==> src/rtl/seven_seg_reader.sv <==
// seven_seg_reader: recovers the hex codes shown on a time-multiplexed
// 7-segment bus. Each digit dwell must be stable for STABLE_CYCLES registered
// samples before it is decoded into a slot of a working buffer. Once every
// slot has been captured, the buffer is published as one frame with a
// single-cycle frame_valid pulse.
module seven_seg_reader #(
  parameter int DIGITS        = 4,
  parameter int STABLE_CYCLES = 4
) (
  input  logic                  clk,
  input  logic                  reset,
  input  logic [6:0]            seg_in,
  input  logic [DIGITS-1:0]     digit_sel,
  output logic [4*DIGITS-1:0]   value,
  output logic                  frame_valid,
  output logic                  frame_err,
  output logic [DIGITS-1:0]     digit_err
);

  localparam logic [7:0] CNT_MAX = 8'(STABLE_CYCLES);

  typedef enum logic [1:0] {
    ST_WAIT,
    ST_CAPTURE,
    ST_HELD
  } state_t;

  // Pattern (g..a) to {illegal, nibble}. Unknown patterns, blank included,
  // decode to nibble 0 with the illegal flag set.
  function automatic logic [4:0] decode_seg(input logic [6:0] pat);
    logic [4:0] r;
    case (pat)
      7'h3F:   r = 5'h00;
      7'h06:   r = 5'h01;
      7'h5B:   r = 5'h02;
      7'h4F:   r = 5'h03;
      7'h66:   r = 5'h04;
      7'h6D:   r = 5'h05;
      7'h7D:   r = 5'h06;
      7'h07:   r = 5'h07;
      7'h7F:   r = 5'h08;
      7'h67:   r = 5'h09;
      7'h77:   r = 5'h0A;
      7'h7C:   r = 5'h0B;
      7'h39:   r = 5'h0C;
      7'h5E:   r = 5'h0D;
      7'h79:   r = 5'h0E;
      7'h71:   r = 5'h0F;
      default: r = 5'h10;
    endcase
    return r;
  endfunction

  // Input stage and the sample before it, used for change detection
  logic [6:0]        s_seg_q, prev_seg_q;
  logic [DIGITS-1:0] s_sel_q, prev_sel_q;

  // Dwell tracking
  state_t            state_q;
  logic [7:0]        cnt_q, cnt_d;
  logic              sel_ok;
  logic              changed;
  logic              capture_go;
  logic [4:0]        dec;

  // Working buffer
  logic [4*DIGITS-1:0] work_nib_q, work_nib_d;
  logic [DIGITS-1:0]   work_err_q, work_err_d;
  logic [DIGITS-1:0]   captured_q, captured_d;
  logic                frame_done;

  // Published frame
  logic [4*DIGITS-1:0] value_q;
  logic [DIGITS-1:0]   digit_err_q;
  logic                frame_err_q;
  logic                frame_valid_q;

  assign sel_ok     = $onehot(s_sel_q);
  assign changed    = (s_seg_q != prev_seg_q) || (s_sel_q != prev_sel_q);
  assign dec        = decode_seg(s_seg_q);
  assign capture_go = sel_ok && (state_q == ST_WAIT) && (cnt_d == CNT_MAX);
  assign frame_done = &captured_q;

  // Register the bus once and keep the previous registered sample
  always_ff @(posedge clk) begin
    if (!reset) begin
      s_seg_q    <= '0;
      s_sel_q    <= '0;
      prev_seg_q <= '0;
      prev_sel_q <= '0;
    end else begin
      s_seg_q    <= seg_in;
      s_sel_q    <= digit_sel;
      prev_seg_q <= s_seg_q;
      prev_sel_q <= s_sel_q;
    end
  end

  // Dwell counter: run length of identical valid samples, saturating
  always_comb begin
    cnt_d = cnt_q;
    if (!sel_ok) begin
      cnt_d = 8'd0;
    end else if ((cnt_q == 8'd0) || changed) begin
      cnt_d = 8'd1;
    end else if (cnt_q < CNT_MAX) begin
      cnt_d = cnt_q + 8'd1;
    end
  end

  // Dwell FSM: one capture per stable dwell, re-armed by any bus change
  always_ff @(posedge clk) begin
    if (!reset) begin
      state_q <= ST_WAIT;
      cnt_q   <= 8'd0;
    end else begin
      cnt_q <= cnt_d;
      case (state_q)
        ST_WAIT: begin
          if (capture_go) state_q <= ST_CAPTURE;
        end
        ST_CAPTURE: begin
          if (!sel_ok || changed) state_q <= ST_WAIT;
          else                    state_q <= ST_HELD;
        end
        ST_HELD: begin
          if (!sel_ok || changed) state_q <= ST_WAIT;
        end
        default: state_q <= ST_WAIT;
      endcase
    end
  end

  // Next working-buffer contents: clear the mask on completion, then merge
  // any capture so a same-cycle capture is never lost
  always_comb begin
    work_nib_d = work_nib_q;
    work_err_d = work_err_q;
    captured_d = frame_done ? '0 : captured_q;
    for (int i = 0; i < DIGITS; i++) begin
      if (capture_go && s_sel_q[i]) begin
        work_nib_d[4*i +: 4] = dec[3:0];
        work_err_d[i]        = dec[4];
        captured_d[i]        = 1'b1;
      end
    end
  end

  // Working buffer and captured mask
  always_ff @(posedge clk) begin
    if (!reset) begin
      work_nib_q <= '0;
      work_err_q <= '0;
      captured_q <= '0;
    end else begin
      work_nib_q <= work_nib_d;
      work_err_q <= work_err_d;
      captured_q <= captured_d;
    end
  end

  // Publish the frame the cycle after the mask fills
  always_ff @(posedge clk) begin
    if (!reset) begin
      value_q       <= '0;
      digit_err_q   <= '0;
      frame_err_q   <= 1'b0;
      frame_valid_q <= 1'b0;
    end else begin
      frame_valid_q <= frame_done;
      if (frame_done) begin
        value_q     <= work_nib_q;
        digit_err_q <= work_err_q;
        frame_err_q <= |work_err_q;
      end
    end
  end

  assign value       = value_q;
  assign digit_err   = digit_err_q;
  assign frame_err   = frame_err_q;
  assign frame_valid = frame_valid_q;

endmodule

==> config.mk <==
export PLATFORM = sky130hd
export DESIGN_NAME = seven_seg_reader
export DESIGN_NICKNAME = d
export VERILOG_FILES = /design/src/rtl/seven_seg_reader.sv
export SDC_FILE = /design/constraint.sdc
export NUM_CORES = 1
export LEC_CHECK = 0
export CORE_MARGIN = 2
export CORE_UTILIZATION = 40
export CTS_CLUSTER_DIAMETER = 40
export DETAILED_ROUTE_END_ITERATION = 12
export GPL_ROUTABILITY_DRIVEN = 1
export GPL_TIMING_DRIVEN = 0
export HOLD_SLACK_MARGIN = 0.12
export PLACE_DENSITY = 0.65
export SYNTH_ARGS = -nofsm -noshare
export SYNTH_HDL_FRONTEND = slang
export SYNTH_SLANG_ARGS = --single-unit
export TNS_END_PERCENT = 50
==> constraint.sdc <==
create_clock -name clk -period 8.2 [get_ports clk]
set_input_delay 1.23 -clock clk [delete_from_list [all_inputs] [get_ports clk]]
set_output_delay 1.23 -clock clk [all_outputs]
set_load 0.01 [all_outputs]
==> results of run 1 <==
==> per-stage QoR <==
| step | util (%) | total power, mW | cell area (um2) |
|---|---|---|---|
| after floorplan | - | 0.4280 | 3296 |
| after global placement | 46.55 | 0.4426 | 3767 |
| after detailed placement | 46.55 | 0.4436 | 3767 |
| after CTS | 48.69 | 0.6986 | 3940 |
| after global routing | 48.69 | 0.7217 | 3940 |
| final | 48.69 | 0.6884 | 3940 |
==> sequential cells by signal (all words and copies together) (netlist names) <==
register and flops:
state_q 2, value 16, work_nib_q 16, cnt_q 8, prev_seg_q 7, work_err_q 4, frame_err 1, digit_err 4
captured_q 4, s_sel_q 4, s_seg_q 7, frame_valid 1, prev_sel_q 4
==> worst min path at each step <==
stage | cells past startpoint | to | start
after floorplan | 1 | cnt_q[6] | cnt_q[6]
after global placement | 1 | cnt_q[6] | cnt_q[6]
after detailed placement | 2 | work_nib_q[15] | work_nib_q[15]
after CTS | 2 | value[7] | work_nib_q[7]
after global routing | 2 | value[0] | value[0]
final | 2 | value[7] | work_nib_q[7]
==> Yosys cell counts (all sizes together), types with 2 or more instances <==
cell type and instances:
nand2b 2, nor2 8, and4 2, and3b 2, a21boi 25, or4b 4, or3b 2, and2 28
clkbuf 23, xor2 12, ha 4, nand3 4, nor3 5, dfxtp 78, o31ai 2, nand3b 6
o21ai 6, nor4bb 2, a31oi 2, or3 2, nand4 3, nor4 6, buf 4, inv 9
mux2i 21, nand4b 4, nand2 75, a21oi 5
==> routing by layer <==
| metal | GRT usage [%] | wire (um) |
|---|---|---|
| met5 | 0 | 0 |
| met4 | 6.763 | 114 |
| met3 | 3.113 | 188 |
| met2 | 26.65 | 3033 |
| met1 | 21.43 | 3216 |
==> critical path, stage by stage (launching register included) <==
cell and delay [ps]:
dfxtp_1 400, inv_1 100, fa_1 530, inv_1 40
ha_1 160, ha_1 270, nor3b_1 310, nand4_1 250
nor2b_1 290, or4b_1 500, clkbuf_1 220, mux2i_1 150
==> logic make-up after synthesis <==
| kind of cell | after synthesis | share of synthesized area [%] |
|---|---|---|
| simple gates | 160 | 25.74 |
| compound gates | 46 | 9.757 |
| flops | 78 | 47.38 |
| xor+xnor | 13 | 3.455 |
| buf+inv | 36 | 4.821 |
| fa+ha+maj | 5 | 2.126 |
| mux | 22 | 6.720 |
==> cell type report <==
type                    count  area (um2)  share of cell area [%]
plain buffers              27       125.1                   3.176
clock buffers               9       123.9                   3.144
clock inverters             7       48.80                   1.238
inverters                   9       33.78                  0.8574
multi-input cells         246        1575                   39.98
flip-flops and latches     78        1562                   39.63
well taps                 105       131.4                   3.334
repair buffers             34       340.3                   8.638
==> power by group through the flow <==
stage	Clock, mW	Sequential [mW]	Combinational (mW)
2_1_floorplan	0	0.396	0.0320
3_3_place_gp	0	0.397	0.0456
3_5_place_dp	0	0.397	0.0467
4_1_cts	0.264	0.388	0.0470
5_1_grt	0.280	0.389	0.0529
6_report	0.254	0.388	0.0465
==> impl_metrics.env, run 1 <==
export IMPL_hold_path_class="reg -> reg"
export IMPL_die_h_um=94.77
export IMPL_overflow=0
export IMPL_synth_area_top_cells="dfxtp_1 47%, nand2_1 8.5%, mux2i_1 6.4%"
export IMPL_ant_nets=0
export IMPL_cts_buffers=9
export IMPL_start_util_pct=40.72
export IMPL_placed_cells=499
export IMPL_routabilityCongestion=0.8253
export IMPL_drv_slew=0
export IMPL_antenna_found_initial=0
export IMPL_fillers=830
export IMPL_post_cts_buffers=0
export IMPL_reg2reg_depth=11
export IMPL_synth_area_um2=3296
export IMPL_synth_warnings=0
export IMPL_finalNetCount=423
export IMPL_firstDrtPassIters=4
export IMPL_r2r_end="work_nib_q[12]"
export IMPL_slew_headroom_pct=52.39
export IMPL_synth_area_per_cell_um2=9.155
export IMPL_clkSinkCount=78
export IMPL_fp_coreArea_um2=8093
export IMPL_cts_resized=0
export IMPL_reg2reg_slack_ps=4840
export IMPL_clk_latency_ps=350
export IMPL_synth_top_cell_area_share_pct=47.38
export IMPL_dp_slack_ps=4846
export IMPL_ys_async_sr_fraction_pct=0
export IMPL_arrival_ps=3570
export IMPL_rsz0062_at_grt="no"
export IMPL_hold_viol_final=0
export IMPL_grt_pass1_wl_um=11440
export IMPL_antenna_cells=0
export IMPL_power_density_nw_per_um2=174.7
export IMPL_drt_wl_total_um=6552
export IMPL_ys_seq_area_share_pct=47.38
export IMPL_instances_no_fill=515
export IMPL_ys_ff_latch=78
export IMPL_synth_flop_cell="dfxtp_1"
export IMPL_endpoint_kind="register"
export IMPL_worst_slew_pin_slew_ps=708.0
export IMPL_leakagePower_nw=1.513
export IMPL_crit_type="reg -> reg"
export IMPL_grt_max_degree=15
export IMPL_fin_crit_sh_pct=41.01
export IMPL_cp_required_ps=8410
export IMPL_post_drt_wl_per_cell_um=12.72
export IMPL_synthCells=360
export IMPL_skew_ps=14.34
export IMPL_clkSlewWorstSetupHoldPaths_ps=80
export IMPL_pin_count=35
export IMPL_p_clk_share_pct=36.9
export IMPL_viasPerCell=4.882
export IMPL_start_kind="register"
export IMPL_fin_crit_ps=3363
export IMPL_max_cap_violations=0
export IMPL_synth_fp_nets=378
export IMPL_worst_slack_ps=4837
export IMPL_fmax_mhz=297.4
export IMPL_final_common_cell="dfxtp_1"
export IMPL_final_cell_mix="78 x dfxtp_1, 75 x nand2_1, 34 x clkdlybuf4s50_1"
export IMPL_p_seq_share_pct=56.4
export IMPL_dieArea_um2=8981
export IMPL_grt_pass1_vias=2460
export IMPL_tns_ps=0
export IMPL_cp_max_fo=5
export IMPL_cts_root_buf="clkbuf_8"
export IMPL_p_sw_mw=0.1730
export IMPL_drive_above_1_share_pct=5.854
export IMPL_synth_enable_flop_cells=0
export IMPL_setup_viol=0
export IMPL_internal_power_mw=0.5154
export IMPL_cts_max_level=3
export IMPL_die_w_um=94.77
export IMPL_cp_endpoint="work_nib_q[12]"
export IMPL_critPathLaunch="s_sel_q[0]"
export IMPL_rows=33
export IMPL_switching_share_pct=25.13
export IMPL_r2r_start="s_sel_q[0]"
export IMPL_remaining_drc_errors=0
export IMPL_io_buffers=34
export IMPL_drtIter0Drc=86
export IMPL_globalRouteTotalUtil_pct=16.42
export IMPL_comb_power_share_pct=6.8
export IMPL_hold_slack_ps=458.8
export IMPL_post_synth_num_cell_types=45
export IMPL_dp_hpwl_um=4782
export IMPL_clockBufferDepth=2
export IMPL_syn_to_final_growth_pct=19.55
export IMPL_yosys_area_top_type="dfxtp_1"
export IMPL_vias=2514
export IMPL_irDropWorstVdd_mv=0.08168
export IMPL_status="finished, final reports clean"
export IMPL_cts_tree="done"
export IMPL_cts_hold_buf=0
Power figures use the tool's default switching activity.
==> run 2, diff against run 1 <==
--- a/config.mk
+++ b/config.mk
@@ -12,7 +12,7 @@
 export GPL_ROUTABILITY_DRIVEN = 1
 export GPL_TIMING_DRIVEN = 0
 export HOLD_SLACK_MARGIN = 0.12
-export PLACE_DENSITY = 0.65
+export PLACE_DENSITY = 0.67
 export SYNTH_ARGS = -nofsm -noshare
 export SYNTH_HDL_FRONTEND = slang
 export SYNTH_SLANG_ARGS = --single-unit
==> constraint.sdc (replaced) <==
create_clock -name clk -period 2.8 [get_ports clk]
set_input_delay 0.42 -clock clk [delete_from_list [all_inputs] [get_ports clk]]
set_output_delay 0.42 -clock clk [all_outputs]
set_load 0.01 [all_outputs]
==> run 2 against run 1 <==
  * Critical path type unchanged
  * Count of clock-buffer cells in the layout did not move
  * Utilization rose by 2.1 points
  * Fmax rose by 20%
  * Highest routed layer unchanged
  * Combinational power rose to 4.1 times the previous value
  * Total power rose to 3.2 times the previous value
  * Non-clock buffer count rose by 8
  * The flow now finishes with violations (setup timing)
  * Hold slack improved by 5.3 ps
==> impl_metrics.env, run 2 (synthesis gave the netlist of run 1 again) <==
export IMPL_violations="setup timing"
export IMPL_final_cell_mix="75 x dfxtp_1, 74 x nand2_1, 34 x clkdlybuf4s50_1"
export IMPL_grt_pass1_wl_um=11540
export IMPL_r2r_start="s_sel_q[1]"
export IMPL_clockBufferDepth=2
export IMPL_crit_buf_inv=2
export IMPL_drv_slew=0
export IMPL_drt_wl_total_um=6691
export IMPL_instances_no_fill=523
export IMPL_fin_crit_ps=2810
export IMPL_start_util_pct=40.72
export IMPL_finalNetCount=431
export IMPL_die_w_um=94.77
export IMPL_cp_required_ps=3000
export IMPL_worst_slew_pin_slew_ps=794.1
export IMPL_leakagePower_nw=1.584
export IMPL_grt_pass1_vias=2532
export IMPL_cp_max_fo=5
export IMPL_path_cells="inv_4 > fa_1 > inv_1 > ha_2 > ha_4 > nor3b_4 > nand4_1 > nor2b_2 > or4b_4 > mux2i_1"
export IMPL_syn_to_final_growth_pct=24.75
export IMPL_drive_above_1_share_pct=12.20
export IMPL_cts_buffers=9
export IMPL_final_common_cell="dfxtp_1"
export IMPL_drtIter0Drc=99
export IMPL_min_delay_path_depth=2
export IMPL_grt_max_degree=16
export IMPL_dp_hpwl_um=4655
export IMPL_skew_ps=10.75
export IMPL_reg2reg_slack_ps=-10
export IMPL_endpoint_kind="register"
export IMPL_fmax_mhz=355.9
export IMPL_io_buffers=34
export IMPL_hold_end="value[4]"
export IMPL_arrival_ps=3010
export IMPL_fillers=796
export IMPL_antenna_cells=0
export IMPL_globalRouteTotalUtil_pct=16.65
export IMPL_clk_latency_ps=360
export IMPL_die_h_um=94.77
export IMPL_firstDrtPassIters=4
export IMPL_vias=2591
export IMPL_rows=33
export IMPL_cp_depth=10
export IMPL_clkSlewWorstSetupHoldPaths_ps=80
export IMPL_placed_cells=499
export IMPL_slew_headroom_pct=46.61
export IMPL_cts_hold_buf=0
export IMPL_fp_coreArea_um2=8093
export IMPL_hold_path_class="reg -> reg"
export IMPL_power_density_nw_per_um2=530.6
export IMPL_ant_nets=0
export IMPL_routabilityCongestion=0.7950
export IMPL_crit_type="reg -> reg"
export IMPL_antenna_found_initial=0
export IMPL_fin_crit_sh_pct=100.3
export IMPL_worst_slack_ps=-9.688
export IMPL_post_drt_wl_per_cell_um=12.79
export IMPL_max_cap_violations=0
export IMPL_cts_max_level=3
export IMPL_slowest_stage="or4b_4"
export IMPL_cts_root_buf="clkbuf_8"
export IMPL_reg2reg_depth=10
export IMPL_min_from="value[4]"
export IMPL_status="finished, violations left"
export IMPL_setup_viol=3
export IMPL_cts_tree="done"
export IMPL_remaining_drc_errors=0
export IMPL_overflow=0
export IMPL_rsz0062_at_grt="yes"
export IMPL_hold_viol_final=0
export IMPL_crit_family="simple AND/OR/NAND/NOR gates"
export IMPL_irDropWorstVdd_mv=0.2571
export IMPL_pin_count=35
export IMPL_dieArea_um2=8981
export IMPL_final_util_pct=50.80
export IMPL_viasPerCell=4.954
export IMPL_start_kind="register"
export IMPL_clkSinkCount=78
export IMPL_slowest_delay_ps=560
export IMPL_r2r_end="work_nib_q[12]"
[run 2: cell types whose count changed in the layout (fill, tap and decap cells not counted), moves of 2 or more]
cell / change
ha_1: -2
or4b_4: +3
inv_6: +2
clkinv_2: -3
buf_4: +12
dfxtp_4: +2
inv_1: -2
or4b_1: -3
clkbuf_1: -3
dfxtp_1: -3
[run 2: worst max-delay path by stage]
stage                     startpoint              to  slack (ps)
after floorplan           s_sel_q[0]   work_nib_q[0]           5
after global placement    s_sel_q[1]  work_nib_q[12]        -340
after detailed placement  s_sel_q[1]  work_nib_q[12]        -380
after CTS                 s_sel_q[0]   work_nib_q[8]         -80
after global routing      s_sel_q[1]   work_nib_q[8]        -120
final                     s_sel_q[1]  work_nib_q[12]         -10
[run 2: worst reg2reg max path: stages, from the launching register on]
cell and delay [ps]:
dfxtp_4 370, inv_4 40, fa_1 520, inv_1 50
ha_2 180, ha_4 220, nor3b_4 210, nand4_1 170
nor2b_2 220, or4b_4 560, mux2i_1 150
[run 2: where the power goes]
group,switching [mW],internal [mW]
Clock,0.432,0.422
Sequential,0.0114,1.12
Combinational,0.0929,0.0991
[run 2: area by class of cell]
type | count | area [um2] | area share [%]
Buffer | 23 | 102.6 | 2.495
Clock buffer | 9 | 123.9 | 3.013
Clock inverter | 7 | 80.08 | 1.948
Inverter | 9 | 36.28 | 0.8825
Multi-Input combinational cell | 246 | 1637 | 39.81
Sequential cell | 78 | 1570 | 38.19
Tap cell | 105 | 131.4 | 3.195
Timing Repair Buffer | 46 | 430.4 | 10.47
[run 2: routing by layer]
layer,GRT usage [%],vias to the layer above,routed length [um]
li1,-,1322,-
met1,20.16,1207,3033
met2,27.72,44,3238
met3,4.070,18,237
met4,7.850,0,181
met5,0,-,0
[run 2: through the flow]
| stage | TNS (ps) | hold WS, ps | setup slack (ps) | total power [mW] | instance area (um2) |
|---|---|---|---|---|---|
| 2_1_floorplan | 0 | 430.5 | 4.740 | 1.254 | 3306 |
| 3_3_place_gp | -5707 | 442.2 | -338.7 | 1.297 | 3777 |
| 3_5_place_dp | -6680 | 444.8 | -375.0 | 1.299 | 3777 |
| 4_1_cts | -749.1 | 465.2 | -76.09 | 2.192 | 4125 |
| 5_1_grt | -1532 | 484.3 | -121.1 | 2.283 | 4111 |
| 6_report | -14.56 | 464.1 | -9.688 | 2.182 | 4111 |
[run 2: repair_timing]
item                                    in CTS  in global routing
endpoints found under the setup margin      20                 28
resized for setup                           16                 10
pin swaps                                    3                  6
cloned                                       0                  0
hold endpoints to repair                     0                  0
buffers inserted                            11                  2
